$ cat src/rtl/if_fetch_stage_pkg.sv
// Shared definitions for the instruction-fetch stage and its IF/ID register.
package if_fetch_stage_pkg;

    localparam logic [31:0] NOP_INSTR = 32'h0000_0000;

    localparam int OP_MSB   = 31;
    localparam int OP_LSB   = 26;
    localparam int FUNC_MSB = 5;
    localparam int FUNC_LSB = 0;

    localparam logic [31:0] PC_INC = 32'd4;

    typedef enum logic [1:0] {
        IDLE  = 2'd0,
        FETCH = 2'd1,
        HOLD  = 2'd2
    } fetch_state_e;

    // Instruction addresses are word aligned; the low two bits are dropped.
    function automatic logic [31:0] align_word(input logic [31:0] addr);
        return addr & ~32'd3;
    endfunction

endpackage

$ cat src/rtl/if_fetch_stage_if_id_reg.sv
// Pipeline register carrying one instruction and its PC+4, with load, hold
// and flush controls. A flush injects the bubble word but keeps pc4 as-is.
module if_id_reg
#(
    parameter logic [31:0] FLUSH_INSTR = if_fetch_stage_pkg::NOP_INSTR
)
(
    input  logic        clk_i,
    input  logic        rst_i,
    input  logic        load_i,
    input  logic        flush_i,
    input  logic [31:0] instr_i,
    input  logic [31:0] pc4_i,
    output logic [31:0] instr_o,
    output logic [31:0] pc4_o,
    output logic        valid_o,
    output logic [5:0]  op_o,
    output logic [5:0]  func_o
);
    import if_fetch_stage_pkg::*;

    logic [31:0] instr_q;
    logic [31:0] pc4_q;
    logic        valid_q;

    // Register update: flush beats load; otherwise hold.
    always_ff @(posedge clk_i or posedge rst_i) begin
        if (rst_i) begin
            instr_q <= FLUSH_INSTR;
            pc4_q   <= 32'd0;
            valid_q <= 1'b0;
        end else if (flush_i) begin
            instr_q <= FLUSH_INSTR;
            valid_q <= 1'b0;
        end else if (load_i) begin
            instr_q <= instr_i;
            pc4_q   <= pc4_i;
            valid_q <= 1'b1;
        end
    end

    assign instr_o = instr_q;
    assign pc4_o   = pc4_q;
    assign valid_o = valid_q;
    assign op_o    = instr_q[OP_MSB:OP_LSB];
    assign func_o  = instr_q[FUNC_MSB:FUNC_LSB];

endmodule

$ cat src/rtl/if_fetch_stage.sv
// Instruction fetch: owns the PC, runs a single-outstanding req/ack fetch,
// buffers one response behind a decode stall and squashes wrong-path data
// after a redirect.
//
//   state | meaning
//   IDLE  | first cycle out of reset, no request yet
//   FETCH | request to imem is asserted at pc
//   HOLD  | a response sits in the skid buffer waiting for stall to drop
module if_fetch_stage
#(
    parameter logic [31:0] RESET_PC  = 32'h0000_0000,
    parameter logic [31:0] NOP_INSTR = if_fetch_stage_pkg::NOP_INSTR
)
(
    input  logic        clk,
    input  logic        rst,
    input  logic        stall,
    input  logic        pcsrc,
    input  logic [31:0] branch_target,
    output logic        imem_req,
    output logic [31:0] imem_addr,
    input  logic        imem_ack,
    input  logic [31:0] imem_rdata,
    output logic [31:0] ifid_instr,
    output logic [31:0] ifid_pc4,
    output logic        ifid_valid,
    output logic [5:0]  ifid_op,
    output logic [5:0]  ifid_func
);
    import if_fetch_stage_pkg::*;

    fetch_state_e state_q, state_d;
    logic [31:0]  pc_q, pc_d;
    logic [31:0]  redirect_pc_q, redirect_pc_d;
    logic         kill_q, kill_d;
    logic         hold_valid_q, hold_valid_d;
    logic [31:0]  hold_instr_q, hold_instr_d;
    logic [31:0]  hold_pc4_q, hold_pc4_d;

    logic         ifid_load;
    logic         ifid_flush;
    logic [31:0]  ifid_d_instr;
    logic [31:0]  ifid_d_pc4;

    logic         req;
    logic         resp_fire;
    logic [31:0]  pc_plus4;

    assign req       = (state_q == FETCH);
    assign resp_fire = req & imem_ack;
    assign pc_plus4  = pc_q + PC_INC;
    assign imem_req  = req;
    assign imem_addr = pc_q;

    // Next-state, PC and IF/ID control; redirect has priority over all else.
    always_comb begin
        state_d       = state_q;
        pc_d          = pc_q;
        redirect_pc_d = redirect_pc_q;
        kill_d        = kill_q;
        hold_valid_d  = hold_valid_q;
        hold_instr_d  = hold_instr_q;
        hold_pc4_d    = hold_pc4_q;
        ifid_load     = 1'b0;
        ifid_flush    = 1'b0;
        ifid_d_instr  = imem_rdata;
        ifid_d_pc4    = pc_plus4;

        if (pcsrc) begin
            ifid_flush   = 1'b1;
            hold_valid_d = 1'b0;
            state_d      = FETCH;
            if (!req || imem_ack) begin
                // Nothing in flight, or the in-flight word lands now and is dropped.
                pc_d   = align_word(branch_target);
                kill_d = 1'b0;
            end else begin
                // Address must stay put until the pending response returns.
                redirect_pc_d = align_word(branch_target);
                kill_d        = 1'b1;
            end
        end else begin
            case (state_q)
                IDLE: state_d = FETCH;
                FETCH: begin
                    if (resp_fire) begin
                        if (kill_q) begin
                            pc_d   = redirect_pc_q;
                            kill_d = 1'b0;
                        end else begin
                            pc_d = pc_plus4;
                            if (!stall && !hold_valid_q) begin
                                ifid_load = 1'b1;
                            end else begin
                                hold_instr_d = imem_rdata;
                                hold_pc4_d   = pc_plus4;
                                hold_valid_d = 1'b1;
                                state_d      = HOLD;
                            end
                        end
                    end
                end
                HOLD: begin
                    if (!stall) begin
                        ifid_load    = 1'b1;
                        ifid_d_instr = hold_instr_q;
                        ifid_d_pc4   = hold_pc4_q;
                        hold_valid_d = 1'b0;
                        state_d      = FETCH;
                    end
                end
                default: state_d = IDLE;
            endcase
        end
    end

    // State registers with asynchronous reset.
    always_ff @(posedge clk or posedge rst) begin
        if (rst) begin
            state_q       <= IDLE;
            pc_q          <= RESET_PC;
            redirect_pc_q <= 32'd0;
            kill_q        <= 1'b0;
            hold_valid_q  <= 1'b0;
            hold_instr_q  <= 32'd0;
            hold_pc4_q    <= 32'd0;
        end else begin
            state_q       <= state_d;
            pc_q          <= pc_d;
            redirect_pc_q <= redirect_pc_d;
            kill_q        <= kill_d;
            hold_valid_q  <= hold_valid_d;
            hold_instr_q  <= hold_instr_d;
            hold_pc4_q    <= hold_pc4_d;
        end
    end

    if_id_reg #(
        .FLUSH_INSTR (NOP_INSTR)
    ) u_if_id (
        .clk_i   (clk),
        .rst_i   (rst),
        .load_i  (ifid_load),
        .flush_i (ifid_flush),
        .instr_i (ifid_d_instr),
        .pc4_i   (ifid_d_pc4),
        .instr_o (ifid_instr),
        .pc4_o   (ifid_pc4),
        .valid_o (ifid_valid),
        .op_o    (ifid_op),
        .func_o  (ifid_func)
    );

endmodule
$ cat config.mk
export PLATFORM = sky130hd
export DESIGN_NAME = if_fetch_stage
export DESIGN_NICKNAME = d
export VERILOG_FILES = /design/src/rtl/if_fetch_stage_pkg.sv /design/src/rtl/if_fetch_stage_if_id_reg.sv /design/src/rtl/if_fetch_stage.sv
export SDC_FILE = /design/constraint.sdc
export NUM_CORES = 1
export LEC_CHECK = 0
export ABC_AREA = 1
export ABC_CLOCK_PERIOD_IN_PS = 7600
export BUFFER_PORTS_ARGS = -buffer_cell sky130_fd_sc_hd__buf_2
export CAP_MARGIN = 10
export CORE_MARGIN = 3
export CORE_UTILIZATION = 35
export DETAILED_ROUTE_END_ITERATION = 12
export PLACE_DENSITY = 0.65
export SYNTH_ARGS = -nofsm -noshare
export SYNTH_HDL_FRONTEND = slang
export SYNTH_SLANG_ARGS = --single-unit
$ cat constraint.sdc
create_clock -name clk -period 7.6 [get_ports clk]
set_input_delay 0.38 -clock clk [delete_from_list [all_inputs] [get_ports clk]]
set_output_delay 0.38 -clock clk [all_outputs]
set_load 0.005 [all_outputs]
# Word level (Yosys, flattened, before mapping)
# Cells that the tools add are included.
[word_totals] register_bits=195 input_bits=69 output_inout_bits=110 word_cells=79
[classes] addsub=1 eq_ne=7 n_mux=38 n_bitwise=6 reduce_logical=17
[op_table] operator="32-bit two-way mux" n=13
[op_table] operator="32-bit by 3-bit adder with 32-bit output (second input constant)" n=1
[op_table] operator="1-bit two-way mux" n=17
[op_table] operator="2-bit two-way mux" n=5
[op_table] operator="5-bit AND reduction" n=2
[op_table] operator="3-bit inequality test (second input constant)" n=3
[op_table] operator="2-bit one-hot mux with 3 select lines" n=1
[op_table] operator="2-bit AND reduction" n=3
[op_table] operator="2-bit nonzero test" n=3
[op_table] operator="1-bit inverter" n=5
[op_table] operator="1-bit one-hot mux with 2 select lines" n=2
[op_table] operator="4-bit AND reduction" n=1
[op_table] operator="1-bit logical NOT" n=3
[op_table] operator="3-bit by 2-bit inequality test with 1-bit output (second input constant)" n=1
[op_table] operator="3-bit AND reduction" n=1
[op_table] operator="3-bit nonzero test" n=1
[op_table] operator="2-bit by 1-bit == test with 1-bit output (second input constant)" n=1
[op_table] operator="2-bit == test (second input constant)" n=1
[op_table] operator="2-bit logical NOT" n=1
[op_table] operator="2-bit by 1-bit inequality test with 1-bit output (second input constant)" n=1
[op_table] operator="1-bit bitwise AND" n=1
[op_table] operator="1-bit logical AND" n=1
[op_table] operator="1-bit logical OR" n=1

# Logic depth before layout (Yosys ltp)
[depth] ltp_word=9 mapped_depth=12 depth_no_buf=12

# By module
# From an unflattened synthesis, not the netlist that was laid out.
[hier_totals] hier_cells=1245 hier_area_um2=9669.3
[modules_own_cells] module="if_fetch_stage" n_inst=1 cells_per_inst=950 area_each_um2=7030.5
[modules_own_cells] module="if_id_reg" n_inst=1 cells_per_inst=295 area_each_um2=2638.8

# Least setup slack after synthesis
# Ideal clock, no wire load.
[synth_path] path_kind="register to register" from="reg state_q[1]" to="reg hold_pc4_q[16]" setup_time_ps=117 t_arrival_ps=1615 path_slack_ps=5868 path_stages_with_launch=12 n_path_buf=2 cell_sequence="dfrtp_1 inv_1 ha_1 inv_1 nor2_1 inv_1 nor2_4 inv_2 buf_4 buf_2 nand2_1 nand2_1"
[synth_between] elab_chain_cells=3
[synth_rtl] element="from (decl)" line="if_fetch_stage.sv:32" source="fetch_state_e state_q, state_d;"
[synth_rtl] element="from (signal assigned)" line="if_fetch_stage.sv:128" source="state_q <= state_d;"
[synth_rtl] element="2-bit by 1-bit == test with 1-bit output *" line="if_fetch_stage.sv:49" source="assign req = (state_q == FETCH);"
[synth_rtl] element="named net imem_req" line="if_fetch_stage.sv:20" source="output logic imem_req,"
[synth_rtl] element="1-bit bitwise AND" line="if_fetch_stage.sv:50" source="assign resp_fire = req & imem_ack;"
[synth_rtl] element="5-bit AND reduction (no line) *"
[synth_rtl] element="to (signal assigned)" line="if_fetch_stage.sv:134" source="hold_pc4_q <= hold_pc4_d;"
[synth_rtl] element="to (decl)" line="if_fetch_stage.sv:38" source="logic [31:0] hold_pc4_q, hold_pc4_d;"
# Mark *: on every way through the listed nets, which the timed path passes. The rest lies on a longest branch.
# A chain may end at the register's enable or synchronous reset.

# Final worst setup path
[layout_path] from="reg state_q[0]" to="reg u_if_id.pc4_q[6], in the netlist u_if_id.pc4_o[6]"
[layout_between] elab_chain_cells=6 word_cells_on_any_way=9
[layout_rtl] element="2-bit by 1-bit == test with 1-bit output" line="if_fetch_stage.sv:49, if_fetch_stage.sv:83"
[layout_rtl] element="1-bit bitwise AND" line="if_fetch_stage.sv:50"
[layout_rtl] element="1-bit two-way mux" line="if_fetch_stage.sv:86" source="if (resp_fire) begin"
[layout_rtl] element="1-bit one-hot mux with 2 select lines" line="if_fetch_stage.sv:83" source="case (state_q)"
[layout_rtl] element="1-bit two-way mux" line="if_fetch_stage.sv:69" source="if (pcsrc) begin"
[layout_rtl] element="2-bit AND reduction (no line)"
[layout_rtl] element="to (signal assigned)" line="if_fetch_stage_if_id_reg.sv:37" source="pc4_q <= pc4_i;"
[layout_rtl] element="to (decl)" line="if_fetch_stage_if_id_reg.sv:23" source="logic [31:0] pc4_q;"
# Several ways; a longest one is shown, not always the timed one.

==> metrics <==
sequential power share a little over two fifths; Min-Delay Path Class in2async; NumNets Final approximately 1400; worst-margin pin slew 0.9887 ns; delay of the slowest critical-path stage 0.78 ns; Post-Route Skew between 0.015 and 0.02 ns; Die Y around 170 um; clk sink count between 150 and 200; postcts setup bufs 0; H-tree Lvls 4; CTS tree built; minimum clock period roughly 3.2 ns; P_leak about 0.0059 uW; first-pass GRT wire length ~42 mm; WP buf/inv 3; outcome finished clean; register area share after synthesis about half; root buffer cell clkbuf_16; area delta synth->final 16.55%; cell mode on critical path inv_1; sw frac slightly above 40%; PostCTS Resize Cnt 0; WL final approximately 25 mm; routed len/inst roughly 15 um; final setup fails 0; clock network power share between 20% and 30%; Power Total between 4000 and 5000 uW; crit-path leading delay family buffers and inverters; Max Clk Rate a little over 0.3 GHz; Rel. slew slack between 30% and 40%; port bufs 172; site row count 59; Setup Crit Path Kind reg2reg; Mean Syn Cell Area about 8 um^2; post-synthesis cell type count 37; vias in the first global route 7797; Core ar. 26280 um^2; Max Cap Viol 0; largest net degree at the start of global routing about 110; Mapped Area 9433 um^2; initial antenna violation count 1; DRC violations left 0; Synth top area share ~50%; DRT iter0 DRCs just over 700; Syn Inst Count roughly 1200; detailed placement HPWL 16.91 mm; WP data arrival between 3 and 4 ns; Startpoint Class flop; vias per cell approximately 4.9; final worst-path cycle share between 40 and 50%; worst-case clock buffer depth 2; critical path depth 9; total number of vias between 8000 and 9000; final hold vios 0; Ys Warns 0; number of synthesized register bits about 190; P_int ~2400 uW; combinational power share between 30% and 40%; setup TNS 0 ns; CP endpoint kind flop; area leader, netlist dfrtp_1; gr usage total between 10% and 20%; switching power total 1699 uW; top cells by area, synth dfrtp_1 (50%), nand2_1 (16%), o21ai_0 (7.4%); worst path required time about 8 ns; post-route ant nets 0; RSZ-0062 raised after global routing no; main flop type after synthesis dfrtp_1; Post-synth EDFFs 0; Final Max Slew Viols 0; CP max-delay cell nand2_1; Reg2Reg Depth 9; Overflow after GRT 0; cell area power density around 370 nW/um^2; io pins about 180; share of layout cells above drive strength 1 18.00%; die width ~170 um; Pre-antenna DRT Iters 5; Num CTS Buffers 17; crit-path cells inv_1 -> ha_1 -> nand2_2 -> buf_4 -> inv_1 -> nand2_1 -> nor2_1 -> a21oi_1 -> o21ai_0; Async S/R FF share, synth 100.0%; clock transition at the registers of the reported paths approximately 0.070 ns; Max rail drop VDD 0.1468 mV; GPL Wtd Cong between 0.8 and 0.9; CTS Hold Buffers Added 0; Die Area between 20000 and 30000 um^2; Starting Density between 30% and 40%; CP Max Fanout 84; clk_lat worst skew 0.44 ns
## per-layer routing
layer	vias to the layer above	global-route usage, %	share of wire [%]
met5	-	0	0
met4	0	4.903	1.7
met3	32	3.484	5.9
met2	253	27.14	44
met1	3849	26.26	48
li1	4087	-	-
## per-stage QoR
step	setup slack (ns)	std cells	area (um^2)	util, %	hold slack [ns]
global placement	4.420	1653	10380	39.49	0.4536
finish	4.388	1686	10990	41.83	0.08900
CTS	4.355	1685	10990	41.83	0.1392
floorplan	2.078	1216	9444	-	0.4412
detailed placement	4.378	1653	10380	39.49	0.4578
global route	4.056	1686	10990	41.83	0.1556
## state kept, by name, indices dropped and copies added, names as in the netlist, 2 cells and up
register / count
hold_instr_q: 32
u_if_id.instr_o: 32
hold_pc4_q: 30
imem_addr: 30
redirect_pc_q: 30
u_if_id.pc4_o: 30
state_q: 2
## power by group through the flow
stage               Combinational, uW  Clock (uW)  Sequential, uW
global route                     1690         975            1790
detailed placement               1460           0            1740
floorplan                         975           0            1680
CTS                              1470         932            1730
finish                           1470         913            1730
global placement                 1440           0            1720
## path summary, 6_finish.rpt
kind,start,end,slack (ns)
worst max register to register,state_q[0]$_DFFE_PP0P_,u_if_id.pc4_o[6]$_DFFE_PP0P_,4.39
worst min register to register,hold_instr_q[23]$_DFFE_PP0P_,hold_instr_q[23]$_DFFE_PP0P_,0.47
worst max-delay path,state_q[0]$_DFFE_PP0P_,u_if_id.pc4_o[6]$_DFFE_PP0P_,4.39
worst min-delay path,rst,u_if_id.instr_o[2]$_DFFE_PP0P_,0.09
max in group asynchronous,rst,hold_pc4_q[27]$_DFFE_PP0P_,5.99
min in group clk,imem_rdata[25],hold_instr_q[25]$_DFFE_PP0P_,0.16
## placed cells by master (no fill, tap or decap), types with 2 or more instances in the layout
cell type and instances:
and2_1 4, nand2_1 399, nor2_2 4, o211ai_1 4
mux2i_1 5, nor2_1 96, inv_8 3, clkbuf_16 17
a31oi_1 3, a21o_1 2, o21ai_1 27, o2111ai_1 2
nand3_1 56, ha_1 5, dfrtp_1 189, nand2_2 4
o21ai_0 139, nor2_4 3, a22oi_1 5, inv_2 2
buf_4 10, a21oi_1 53, inv_1 96, clkinv_8 7
mux2_2 11, inv_6 4, xor2_1 9, buf_2 172
conb_1 4, nand3b_1 6
## area by class of cell
class | instances | area [um^2]
fillers | 2703 | 15290
flip-flops and latches | 189 | 4730
multi-input cells | 847 | 3911
repair buffers | 182 | 935.9
clock buffers | 17 | 425.4
well taps | 335 | 419.2
inverters | 100 | 382.9
clock inverters | 15 | 187.7
diodes | 1 | 2.502
## cells by family after synthesis
logic type,after synthesis,synth area share [%]
simple gates,573,24.38
compound gates,238,13.29
flops,189,50.14
buf+inv,180,8.542
mux,16,1.844
xor+xnor,11,1.101
fa+ha+maj,5,0.6632
other cells,1,0.03975
## synth_stat cells, types with 6 or more instances
| cell type | number |
|---|---|
| nand2_1 | 400 |
| dfrtp_1 | 189 |
| o21ai_0 | 139 |
| inv_1 | 97 |
| nor2_1 | 96 |
| nand3_1 | 56 |
| a21oi_1 | 53 |
| clkbuf_1 | 33 |
| o21ai_1 | 27 |
| buf_4 | 20 |
| buf_2 | 14 |
| mux2_2 | 11 |
| xor2_1 | 9 |
| buf_1 | 7 |
| nand3b_1 | 6 |
Power figures use the tool's default switching activity.
